<file path="src/rtl/multicycle_control_fsm.sv">
// Multi-cycle RV32I control sequencer: steps each instruction through
// fetch/decode/execute/memory/writeback and drives the shared datapath.
// Optional feature macro: ILLEGAL_OP_TRAP_EN (unsupported op traps until reset).
module multicycle_control_fsm #(
  parameter int STATE_W = 4
) (
  input  logic               clk,
  input  logic               rst,
  input  logic [6:0]         op,
  input  logic [2:0]         funct3,
  input  logic [6:0]         funct7,
  input  logic               zero,
  input  logic               mem_ready,
  output logic               mem_req,
  output logic               MemWrite,
  output logic               AdrSrc,
  output logic               IRWrite,
  output logic               PCWrite,
  output logic               RegWrite,
  output logic [1:0]         ResultSrc,
  output logic [1:0]         ALUSrcA,
  output logic [1:0]         ALUSrcB,
  output logic [1:0]         ImmSrc,
  output logic [2:0]         ALUControl,
  output logic               instr_done,
  output logic [STATE_W-1:0] state_o,
  output logic               illegal_instr
);

  typedef enum logic [3:0] {
    FETCH    = 4'd0,
    DECODE   = 4'd1,
    MEMADR   = 4'd2,
    MEMREAD  = 4'd3,
    MEMWB    = 4'd4,
    MEMWRITE = 4'd5,
    EXECUTER = 4'd6,
    EXECUTEI = 4'd7,
    ALUWB    = 4'd8,
    BEQ      = 4'd9,
    JAL      = 4'd10,
    TRAP     = 4'd11
  } state_t;

  state_t     state, state_next;
  logic [1:0] alu_op;

  // Only funct7[5] distinguishes sub from add; other bits are don't-care here.
  logic unused_funct7;
  assign unused_funct7 = ^{funct7[6], funct7[4:0]};

  // State register; reset parks the sequencer in FETCH.
  always_ff @(posedge clk or negedge rst) begin
    if (!rst) state <= FETCH;
    else      state <= state_next;
  end

  // Next-state and per-state control outputs; everything is forced low while
  // reset is asserted so an aborted instruction cannot leave an enable high.
  always_comb begin
    state_next    = FETCH;
    mem_req       = 1'b0;
    MemWrite      = 1'b0;
    AdrSrc        = 1'b0;
    IRWrite       = 1'b0;
    PCWrite       = 1'b0;
    RegWrite      = 1'b0;
    ResultSrc     = 2'b00;
    ALUSrcA       = 2'b00;
    ALUSrcB       = 2'b00;
    ImmSrc        = 2'b00;
    alu_op        = 2'b00;
    instr_done    = 1'b0;
    illegal_instr = 1'b0;
    case (state)
      FETCH: begin
        mem_req   = 1'b1;
        ALUSrcB   = 2'b10;
        ResultSrc = 2'b10;
        if (mem_ready) begin
          IRWrite    = 1'b1;
          PCWrite    = 1'b1;
          state_next = DECODE;
        end else begin
          state_next = FETCH;
        end
      end
      DECODE: begin
        ALUSrcA = 2'b01;
        ALUSrcB = 2'b01;
        ImmSrc  = 2'b10;
        case (op)
          7'b0000011, 7'b0100011: state_next = MEMADR;
          7'b0110011:             state_next = EXECUTER;
          7'b0010011:             state_next = EXECUTEI;
          7'b1100011:             state_next = BEQ;
          7'b1101111:             state_next = JAL;
`ifdef ILLEGAL_OP_TRAP_EN
          default:                state_next = TRAP;
`else
          default:                state_next = FETCH;
`endif
        endcase
      end
      MEMADR: begin
        ALUSrcA    = 2'b10;
        ALUSrcB    = 2'b01;
        // op[5] separates sw (0100011) from lw (0000011)
        ImmSrc     = op[5] ? 2'b01 : 2'b00;
        state_next = op[5] ? MEMWRITE : MEMREAD;
      end
      MEMREAD: begin
        mem_req    = 1'b1;
        AdrSrc     = 1'b1;
        state_next = mem_ready ? MEMWB : MEMREAD;
      end
      MEMWB: begin
        ResultSrc  = 2'b01;
        RegWrite   = 1'b1;
        instr_done = 1'b1;
      end
      MEMWRITE: begin
        mem_req    = 1'b1;
        MemWrite   = 1'b1;
        AdrSrc     = 1'b1;
        instr_done = mem_ready;
        state_next = mem_ready ? FETCH : MEMWRITE;
      end
      EXECUTER: begin
        ALUSrcA    = 2'b10;
        alu_op     = 2'b10;
        state_next = ALUWB;
      end
      EXECUTEI: begin
        ALUSrcA    = 2'b10;
        ALUSrcB    = 2'b01;
        alu_op     = 2'b10;
        state_next = ALUWB;
      end
      ALUWB: begin
        RegWrite   = 1'b1;
        instr_done = 1'b1;
      end
      BEQ: begin
        ALUSrcA    = 2'b10;
        alu_op     = 2'b01;
        PCWrite    = zero;
        instr_done = 1'b1;
      end
      JAL: begin
        ALUSrcA    = 2'b01;
        ALUSrcB    = 2'b10;
        ImmSrc     = 2'b11;
        PCWrite    = 1'b1;
        state_next = ALUWB;
      end
      TRAP: begin
`ifdef ILLEGAL_OP_TRAP_EN
        illegal_instr = 1'b1;
        state_next    = TRAP;
`else
        state_next    = FETCH;
`endif
      end
      default: state_next = FETCH;
    endcase
    if (!rst) begin
      mem_req       = 1'b0;
      MemWrite      = 1'b0;
      AdrSrc        = 1'b0;
      IRWrite       = 1'b0;
      PCWrite       = 1'b0;
      RegWrite      = 1'b0;
      ResultSrc     = 2'b00;
      ALUSrcA       = 2'b00;
      ALUSrcB       = 2'b00;
      ImmSrc        = 2'b00;
      alu_op        = 2'b00;
      instr_done    = 1'b0;
      illegal_instr = 1'b0;
    end
  end

  // ALU control decode, same encoding as the single-cycle core.
  always_comb begin
    ALUControl = 3'b000;
    case (alu_op)
      2'b01: ALUControl = 3'b001;
      2'b10: begin
        case (funct3)
          3'b000:  ALUControl = ({op[5], funct7[5]} == 2'b11) ? 3'b001 : 3'b000;
          3'b010:  ALUControl = 3'b101;
          3'b110:  ALUControl = 3'b011;
          3'b111:  ALUControl = 3'b010;
          default: ALUControl = 3'b000;
        endcase
      end
      default: ALUControl = 3'b000;
    endcase
  end

  assign state_o = STATE_W'(state);

endmodule

</file>
<file path="config.mk">
export PLATFORM = sky130hd
export DESIGN_NAME = multicycle_control_fsm
export DESIGN_NICKNAME = d
export VERILOG_FILES = /design/src/rtl/multicycle_control_fsm.sv
export SDC_FILE = /design/constraint.sdc
export NUM_CORES = 1
export LEC_CHECK = 0
export CORE_ASPECT_RATIO = 1.75
export CORE_MARGIN = 3
export CORE_UTILIZATION = 25
export DETAILED_ROUTE_END_ITERATION = 7
export PLACE_DENSITY_LB_ADDON = 0.05
export SLEW_MARGIN = 20
export SYNTH_ARGS = -nofsm -noshare
export SYNTH_HDL_FRONTEND = slang
export SYNTH_SLANG_ARGS = --single-unit
</file>
<file path="constraint.sdc">
create_clock -name clk -period 1.7 [get_ports clk]
set_clock_uncertainty 0.2 [all_clocks]
set_input_delay 0.17 -clock clk [delete_from_list [all_inputs] [get_ports clk]]
set_output_delay 0.17 -clock clk [all_outputs]
set_load 0.02 [all_outputs]
</file>
# ---- Word level (Yosys, flattened, before mapping)
# Cells that the tools add are included.
dict set report totals {
  inputBits 21
  output_inout_bits 23
  reg_bits 4
  wordCells 71
}
dict set report op_classes {
  eq_ne 22
  mux 35
  n_reduce_logical 13
}
# op count
set op_table {}
lappend op_table {{4-bit case mux with 6 select lines} 1}
lappend op_table {{4-bit case mux with 5 select lines} 1}
lappend op_table {{4-bit by 3-bit equality test with 1-bit output, second input constant} 4}
lappend op_table {{1-bit two-way mux} 16}
lappend op_table {{2-bit case mux with 2 select lines} 4}
lappend op_table {{7-bit by 6-bit equality test with 1-bit output, second input constant} 2}
lappend op_table {{7-bit equality test, second input constant} 2}
lappend op_table {{4-bit equality test, second input constant} 3}
lappend op_table {{3-bit case mux with 4 select lines} 1}
lappend op_table {{2-bit OR reduction} 6}
lappend op_table {{3-bit OR reduction} 4}
lappend op_table {{2-bit two-way mux} 5}
lappend op_table {{3-bit two-way mux} 3}
lappend op_table {{4-bit by 2-bit equality test with 1-bit output, second input constant} 2}
lappend op_table {{7-bit by 2-bit equality test with 1-bit output, second input constant} 1}
lappend op_table {{7-bit by 5-bit equality test with 1-bit output, second input constant} 1}
lappend op_table {{3-bit equality test, second input constant} 2}
lappend op_table {{2-bit case mux with 3 select lines} 1}
lappend op_table {{3-bit case mux with 2 select lines} 1}
lappend op_table {{2-bit equality test, second input constant} 2}
lappend op_table {{4-bit by 1-bit equality test with 1-bit output, second input constant} 1}
lappend op_table {{4-bit zero test} 1}
lappend op_table {{4-bit OR reduction} 1}
lappend op_table {{3-bit by 2-bit equality test with 1-bit output, second input constant} 1}
lappend op_table {{other kinds (4)} 4}

# ---- Depth between registers and ports, before layout
dict set report logic_depth {
  ltp_word 6
  mapped_depth 9
  mapped_depth_nobuf 9
}

# ---- Worst setup path after synthesis
# OpenSTA, ideal clock, no wires.
dict set report synth_path {
  path_kind {register to output}
  startpoint {reg state[2], in the netlist state_o[2]}
  endpoint {out ALUControl[2]}
  n_path_buf 1
  t_required_ns 1.330
  setup_slack_ns -0.737
  arrival_time_ns 2.067
  path_stages_with_launch 7
  path_cell_list {dfrtp_1 -> buf_2 -> nand2b_4 -> nor2_1 -> nand2_1 -> ha_1 -> nor4_1}
}
dict set report synth_between {
  elab_chain_cells 6
  elab_cells_between_ends 9
  classes_between {eq/ne (5); mux (3); reduce/logical (1)}
}
# element line
set synth_rtl {}
lappend synth_rtl {{from (decl)} 45} ;# state_t state, state_next;
lappend synth_rtl {{from (signal assigned)} 55} ;# else state <= state_next;
lappend synth_rtl {{4-bit by 3-bit equality test with 1-bit output} 75} ;# case (state)
lappend synth_rtl {{2-bit OR reduction (no source line)} -}
lappend synth_rtl {{2-bit case mux with 2 select lines *} 75}
lappend synth_rtl {{2-bit two-way mux *} 167} ;# if (!rst) begin
lappend synth_rtl {{2-bit equality test / 2-bit by 1-bit equality test with 1-bit output (equally long branches)} 187} ;# case (alu_op)
lappend synth_rtl {{3-bit case mux with 2 select lines *} 187}
lappend synth_rtl {{to (decl)} 24} ;# output logic [2:0] ALUControl,
# Mark *: on every way between the ends. The rest lies on a longest branch, timed or not.

# ---- Worst setup path after layout
dict set report layout_path {
  startpoint {reg state[3], in the netlist state_o[3]}
  endpoint {out ALUControl[0]}
}
# The elaborated chain is that of the path after synthesis.

==> results.toml <==
[outcome]
status = "complete, but fails checks"
violations = "negative setup slack"

[synthesis]
synth_most_common_cell = "nor2_1"
synth_seq_cells = 4
async_flop_share = 1.000
synth-main-ff-cell = "dfrtp_1"
synth_fp_nets = 116
syn_area_per_cell_um2 = 7.050
ys_seq_area_frac = 0.1527
synth_edf_count = 0
syn_inst = 93
syn_area_um2 = 655.6
synthDistinctLibCells = 38
synth_top_area_frac = 0.1527
yosys_warnings = 0
yosys.area.top_type = "dfrtp_1"
synth_area_leaders = "dfrtp_1 (15%), nor2_1 (9.2%), a21oi_1 (4.6%)"
synthTopCellsByCount = "nor2_1 (16), nand2_1 (7), a21oi_1 (6)"

[die]
core_mm2 = 0.002492
rows = 24
ios = 44
die_w_um = 44.71
initial_core_util = 0.2631
die_y_um = 73.75
die_area_mm2 = 0.003297

[setup_path]
critPathLaunchType = "register"
crit_slowest_cell = "dfrtp_2"
worstPathRequired_ns = 1.33
cp_max_fo = 4
reg2reg_slack_ns = -0.07
crit_chain = "nor2_4 > nand3_2 > inv_2 > ha_4 > nand3_2 > nor3_2 > nor3_2 > nor2_2 > buf_6"
cp-end-kind = "primary output"
critPathMaxStageDelay_ns = 0.45
worstPathArrival_ns = 1.60
critical_path_class = "reg2out"

[sta]
max_freq_mhz = 506.8
finalHoldViolCount = 0
final.setup.worst_slack_ns = -0.2732
rsz0062_at_grt = "true"
setup_violations = 16
period_share = 1.161
tns_ns = -1.969
fin_crit_ns = 1.973
slew_violations = 0

[global_routing]
grt_max_degree = 11
grt-ovfl-total = 0
grt_antenna_before_repair = 0
grt_first_pass_wirelength_um = 4174
grt_usage = 0.1694
grt_pass1_vias = 973

[clock_network]
htree_levels = 1
clock_sinks = 4
cts_tree = "done"
clkLatencyLatePin_ns = 0.22
cts.clk_slew.worst_paths_ns = 0.04
cts_root_buf = "clkbuf_8"
numCtsBuffers = 3
clk_path_buf_depth = 2

[route]
wire_per_inst_um = 13.79
vias = 946
first_iter_violations = 20
via_per_inst = 5.032
drc = 0
wirelength_um = 2592
ant_nets = 0
first_pass_iters = 4

[job]
drv_cap = 0

[power_and_ir_drop]
p_sw_frac = 0.3531
peakVddDrop_v = 0.0004514
p_sw_w = 0.0002436
clockPowerShare = 0.310
power_per_cell_area_mw_per_mm2 = 446.4
p_int_w = 0.0004462
leakagePower_nw = 0.6997
pwr-share-seq = 0.156
combinationalPowerShare = 0.534

[finish]
largest_reg_flops = 4
drive_above_1_share = 0.6358
diodes = 0
synthToLayoutAreaGrowth_pct = 135.7
final_util = 0.6200
nFillCells = 234
nets = 186

[placed_design]
pre_cts_slack_ns = -0.8208
place_hpwl_um = 1957
place_congestion = 0.7756
port_buffers = 36

[hold_path]
worstHoldPathType = "in2reg"
cells in the final DEF, fill, tap and decap left out, types with 2 or more instances in the layout:
cell,n
buf_2,2
nand2_1,4
nand3_2,2
a21oi_1,5
inv_2,3
clkdlybuf4s50_1,13
nand2_4,2
nor3_2,5
dfrtp_2,3
clkbuf_8,3
nor2_4,2
mux2i_1,2
nor4_4,2
nor2_2,6
nand4_1,2
nor3b_2,2
buf_4,37
nor2b_4,2
buf_6,12
inv_1,2
nand2b_4,4
dlygate4sd2_1,4
a32o_1,2
nor2_1,8
kinds of logic after synthesis:
logic type,Yosys count,synth area share
other,1,0.005720
adders and majority gates,2,0.03816
DFF,4,0.1527
and+or+nand+nor,50,0.4389
AOI/OAI and AO/OA,21,0.2233
muxes,2,0.03054
buffers and inverters,12,0.09731
xor gates and xnor gates,1,0.01336
per-layer routing:
metal | GRT usage | vias to the layer above | part of all wire
li1 | - | 469 | -
met1 | 0.1618 | 431 | 0.34
met2 | 0.3312 | 39 | 0.57
met3 | 0.02206 | 7 | 0.061
met4 | 0.08054 | 0 | 0.029
met5 | 0 | - | 0
worst max-delay path, delay by kind of cell (launching register included):
family	cells	cell delay (ns)
buf+inv	2	0.19
flops	1	0.45
simple gates	6	0.59
fa+ha+maj	1	0.15
final cells by class:
type | count | area [µm²] | area share
flip-flops and latches | 4 | 103.9 | 0.06721
inverters | 6 | 25.02 | 0.01619
repair buffers | 71 | 623.1 | 0.4032
well taps | 26 | 32.53 | 0.02105
clock buffers | 4 | 45.04 | 0.02915
multi-input cells | 77 | 715.7 | 0.4632
power by group through the flow:
stage | logic (W) | registers, W | clock network [W]
final | 0.000368 | 0.000108 | 0.000214
after global routing | 0.000394 | 0.000109 | 0.000235
after CTS | 0.000356 | 0.000108 | 0.000219
after detailed placement | 0.000314 | 0.000107 | 0
after global placement | 0.000313 | 0.000107 | 0
after floorplan | 0.000144 | 0.000119 | 0
final timing paths:
kind | end | start | depth (start not counted)
setup / recovery | ALUControl[0] | state_o[3] | 9
min in group asynchronous | state_o[1] | rst | 3
max in group asynchronous | state_o[2] | rst | 3
setup reg to reg | state_o[2] | state_o[0] | 7
hold / removal | state_o[2] | op[6] | 2
hold reg to reg | state_o[3] | state_o[1] | 2
what timing repair did:
action / in CTS / in global routing
endpoints found under the setup margin: 23 / 21
resized for setup: 128 / 18
cloned: 1 / 0
hold endpoints to repair: 4 / 0
pin swaps: 13 / 3
setup buffers: 9 / 1
hold buffers: 1 / 0
through the flow:
stage | hold slack, ns | total power, W | instance area, µm² | instances
2_1_floorplan | -0.3256 | 0.0002633 | 749.5 | 93
3_3_place_gp | 0.3021 | 0.0004203 | 1275 | 173
3_5_place_dp | 0.3052 | 0.0004215 | 1275 | 173
4_1_cts | 0.4589 | 0.0006822 | 1474 | 187
5_1_grt | 0.4918 | 0.0007380 | 1545 | 188
6_report | 0.4670 | 0.0006898 | 1545 | 188
No activity file was read; power rests on OpenSTA's default activity.
